File: src/rtl/quad_input_filter.sv
// Per-channel metastability synchroniser and stable-count debouncer with registered edge strobes.
// Optional: define QUAD_GLITCH_COUNT_EN for a saturating count of aborted transitions on glitch_cnt.
`timescale 1ns/1ps
module quad_input_filter #(
   parameter int CHANNELS        = 2,
   parameter int SYNC_STAGES     = 2,
   parameter int DEBOUNCE_CYCLES = 16
) (
   input  logic                clk,
   input  logic                reset_n,
   input  logic [CHANNELS-1:0] raw_in,
   output logic [CHANNELS-1:0] clean_out,
   output logic [CHANNELS-1:0] rise_pulse,
   output logic [CHANNELS-1:0] fall_pulse,
   output logic [7:0]          glitch_cnt
);
   localparam int CW = (DEBOUNCE_CYCLES > 1) ? $clog2(DEBOUNCE_CYCLES) : 1;
   localparam logic [CW-1:0] CNT_MAX = CW'(DEBOUNCE_CYCLES - 1);

   typedef enum logic {ST_IDLE = 1'b0, ST_PENDING = 1'b1} chan_state_t;

   logic [CHANNELS-1:0] sync_ff [SYNC_STAGES];
   logic [CHANNELS-1:0] sync;
   logic [CW-1:0]       cnt_q [CHANNELS];
   logic [CW-1:0]       cnt_d [CHANNELS];
   logic [CHANNELS-1:0] clean_q;
   logic [CHANNELS-1:0] rise_q;
   logic [CHANNELS-1:0] fall_q;
   logic [CHANNELS-1:0] flip_d;
   chan_state_t         chan_state [CHANNELS];

   always_ff @(posedge clk or negedge reset_n) begin
      if (!reset_n) begin
         for (int s = 0; s < SYNC_STAGES; s++) sync_ff[s] <= '0;
      end else begin
         sync_ff[0] <= raw_in;
         for (int s = 1; s < SYNC_STAGES; s++) sync_ff[s] <= sync_ff[s-1];
      end
   end

   assign sync = sync_ff[SYNC_STAGES-1];

   // A channel is PENDING while its counter holds progress towards a flip.
   always_comb begin
      for (int i = 0; i < CHANNELS; i++) begin
         chan_state[i] = (cnt_q[i] != '0) ? ST_PENDING : ST_IDLE;
      end
   end

   always_ff @(posedge clk or negedge reset_n) begin
      if (!reset_n) begin
         for (int i = 0; i < CHANNELS; i++) cnt_q[i] <= '0;
         clean_q <= '0;
         rise_q  <= '0;
         fall_q  <= '0;
      end else begin
         for (int i = 0; i < CHANNELS; i++) cnt_q[i] <= cnt_d[i];
         clean_q <= clean_q ^ flip_d;
         rise_q  <= flip_d & sync;
         fall_q  <= flip_d & ~sync;
      end
   end

   always_comb begin
      flip_d = '0;
      for (int i = 0; i < CHANNELS; i++) begin
         cnt_d[i] = '0;
         case (chan_state[i])
            ST_IDLE: begin
               if (sync[i] != clean_q[i]) begin
                  if (CNT_MAX == '0) flip_d[i] = 1'b1;
                  else               cnt_d[i]  = CW'(1);
               end
            end
            ST_PENDING: begin
               // Returning to the clean level abandons the transition.
               if (sync[i] != clean_q[i]) begin
                  if (cnt_q[i] == CNT_MAX) flip_d[i] = 1'b1;
                  else                     cnt_d[i]  = cnt_q[i] + CW'(1);
               end
            end
            default: cnt_d[i] = '0;
         endcase
      end
   end

   always_comb begin
      clean_out  = clean_q;
      rise_pulse = rise_q;
      fall_pulse = fall_q;
   end

`ifdef QUAD_GLITCH_COUNT_EN
   logic [7:0]  glitch_q;
   logic [15:0] abort_sum;
   logic [15:0] glitch_sum;

   always_comb begin
      abort_sum = '0;
      for (int i = 0; i < CHANNELS; i++) begin
         if (chan_state[i] == ST_PENDING && sync[i] == clean_q[i]) abort_sum = abort_sum + 16'd1;
      end
      glitch_sum = {8'd0, glitch_q} + abort_sum;
   end

   always_ff @(posedge clk or negedge reset_n) begin
      if (!reset_n) glitch_q <= '0;
      else          glitch_q <= (glitch_sum > 16'd255) ? 8'hFF : glitch_sum[7:0];
   end

   assign glitch_cnt = glitch_q;
`else
   assign glitch_cnt = 8'd0;
`endif

endmodule

File: config.mk
export PLATFORM = sky130hd
export DESIGN_NAME = quad_input_filter
export DESIGN_NICKNAME = d
export VERILOG_FILES = /design/src/rtl/quad_input_filter.sv
export SDC_FILE = /design/constraint.sdc
export NUM_CORES = 1
export LEC_CHECK = 0
export CORE_AREA = 10 10 52 54
export CTS_CLUSTER_DIAMETER = 60
export DETAILED_ROUTE_END_ITERATION = 6
export DIE_AREA = 0 0 62 64
export GPL_ROUTABILITY_DRIVEN = 0
export GPL_TIMING_DRIVEN = 0
export PLACE_DENSITY = 0.72
export SLEW_MARGIN = 40
export SYNTH_ARGS = -nofsm -noshare
export SYNTH_HDL_FRONTEND = slang
export SYNTH_SLANG_ARGS = --single-unit
File: constraint.sdc
create_clock -name clk -period 2.54 [get_ports clk]
set_input_delay 0.508 -clock clk [delete_from_list [all_inputs] [get_ports clk]]
set_output_delay 0.508 -clock clk [all_outputs]
set_load 0.005 [all_outputs]
==> qor.yml <==
status: "complete, no violations"
rsz0062_at_grt: "false"
yosysMostFrequentCell: "dfrtp_1"
syn_area_um2: 820
grt.busiest_layer: "met2"
reg2regPathDepth: 3
cp_slowest_stage_delay_ns: 0.53
dieArea_um2: 3970
synth_seq_cells: 18
port_buffers: 9
worst-path-buf-inv: 1
grt_max_degree: 19
syn_inst: 72
crit_slowest_cell: "clkdlybuf4s50_1"
arrival_ns: 1.23
path_clk_slew_ns: 0.09
powerDensity_nw_per_um2: 502
grt_pass1_wl_um: 2080
postCtsHoldBufs: 0
cellLeakagePower_nw: 0.461
synth_flop_cell: "dfrtp_1"
htree_levels: 1
avgSynthCellArea_um2: 11.4
drt-wirelength-per-cell_um: 11.4
reg2reg_slack_ns: 1.23
ant_nets: 0
r2r_end: "clean_out[0]"
clock_path_buffers: 2
vias_per_cell: 4.63
ys_top_cells_by_count: "dfrtp_1, a21oi_1, buf_4"
met1_usage_pct: 7.55
worstReg2RegStart: "cnt_q[4]"
drv_slew: 0
dpl_cell_area_um2: 967
synth_area_leaders: "dfrtp_1, buf_4, ha_1, a21oi_1, nand2b_1"
rows: 15
die_h_um: 64
overflow: 0
seq_area_frac_synth_pct: 55.0
path_depth: 1
cts_resized: 0
critPathRequiredTime_ns: 2.03
crit_family: "buffers and inverters"
holdWs_ns: 0.127
synth_edf_count: 0
crit_path_cell_trace: "clkdlybuf4s50_1"
cts_sinks: 18
power_uw: 494
crit_path_max_fanout: 5
use_met2_pct: 11.2
n_antenna_cell: 0
wl_um: 1330
dr_total_vias: 537
synth_cell_type_count: 20
use_met3_pct: 3.95
start_util_pct: 48.0
finalNetCount: 101
critPathKind: "flip-flop to primary output"
die_x_um: 62
antenna_found_initial: 0
synth_area_leader_cell: "dfrtp_1"
hold_path.class: "input pin to async pin"
critPathLaunchType: "flip-flop"
yosys.area.top_type_share_pct: 55.0
fillers: 148
cap_violations: 0
syn_to_final_growth_pct: 20.2
irDropWorstVdd_uv: 273
worst_skew_pair.late_latency_ns: 0.28
synthArstFlopShare_pct: 100
dpl.hpwl_um: 1040
pin_count: 18
setup_viol: 0
numCtsBuffers: 3
clock.fmax_ghz: 0.575
hold_violations: 0
cts_tree: "done"
postCtsSetupBuffers: 0
endpoint_kind: "primary output"
dr.pass1.iters: 4
final_area_um2: 985
drt-initial-drc-count: 5
core_area_um2: 1710
tns_ns: 0
period_share_pct: 68.5
grt_use_total_pct: 6.80
ys.warnings.count: 0
drive_gt1_share_pct: 18.7
min_period_ns: 1.74
drc_errors: 0
cts-root-buf: "clkbuf_4"
clock_skew_ns: 0.000730
grt_pass1_vias: 478
==> final cells by class <==
type                            count  area, µm²  share of cell area, %
Tap cell                           25       31.3                   3.18
Sequential cell                    18        450                   45.7
Multi-Input combinational cell     48        317                   32.1
Buffer                              8       60.1                   6.10
Timing Repair Buffer                9       85.1                   8.64
Clock buffer                        3       22.5                   2.29
Inverter                            5       18.8                   1.91
==> stage by stage <==
| step | utilization, % | std cells | worst slack (ns) |
|---|---|---|---|
| detailed placement | 56.6 | 113 | 1.01 |
| global placement | 56.6 | 113 | 1.01 |
| floorplan | - | 79 | 1.31 |
| CTS | 57.9 | 116 | 0.779 |
| global route | 57.7 | 116 | 0.723 |
| finish | 57.7 | 116 | 0.800 |
==> sequential cells by signal, summed over array words and instances (netlist names) <==
name	count
fall_pulse	2
rise_pulse	2
sync_ff	2
cnt_q	8
sync	2
clean_out	2
==> cells in the final DEF, fill, tap and decap left out, types with 4 or more instances in the layout <==
cell type,instances
dfrtp_1,18
buf_4,8
nor3b_1,4
nand2b_1,5
inv_1,4
ha_1,4
conb_1,8
a21oi_1,8
clkdlybuf4s50_1,8
==> power by group <==
group	leakage (nW)	internal (mW)	switching, mW	total (mW)
combinational	0.210	0.0266	0.0269	0.0535
sequential	0.237	0.296	0.0103	0.306
clock	0.0138	0.0551	0.0795	0.135
==> layer usage <==
metal  share of wire [%]  vias to the layer above
met5                   0                        -
met4                   0                        0
met3                 8.3                        0
met2                  51                       14
met1                  41                      256
li1                    -                      267
==> worst max path at each step <==
stage                  from            to  slack [ns]
6_report       clean_out[0]  clean_out[0]        0.80
2_1_floorplan      cnt_q[4]  clean_out[0]        1.31
3_3_place_gp        reset_n      cnt_q[4]        1.01
5_1_grt        clean_out[0]  clean_out[0]        0.72
4_1_cts        clean_out[0]  clean_out[0]        0.78
3_5_place_dp        reset_n      cnt_q[4]        1.01
==> cell families (layout without fill, tap and decap cells) <==
family,count (synthesis),in the layout,share of synthesized area [%]
flip-flops,18,18,55.0
multiplexers,2,2,2.75
other,1,8,0.458
AND/OR/NAND/NOR,16,16,12.1
buffers and inverters,13,25,9.62
adder cells (fa/ha/maj),4,4,6.11
XOR/XNOR,2,2,2.14
AO/OA/AOI/OAI,16,16,11.9
(Power assumes the default switching activity.)
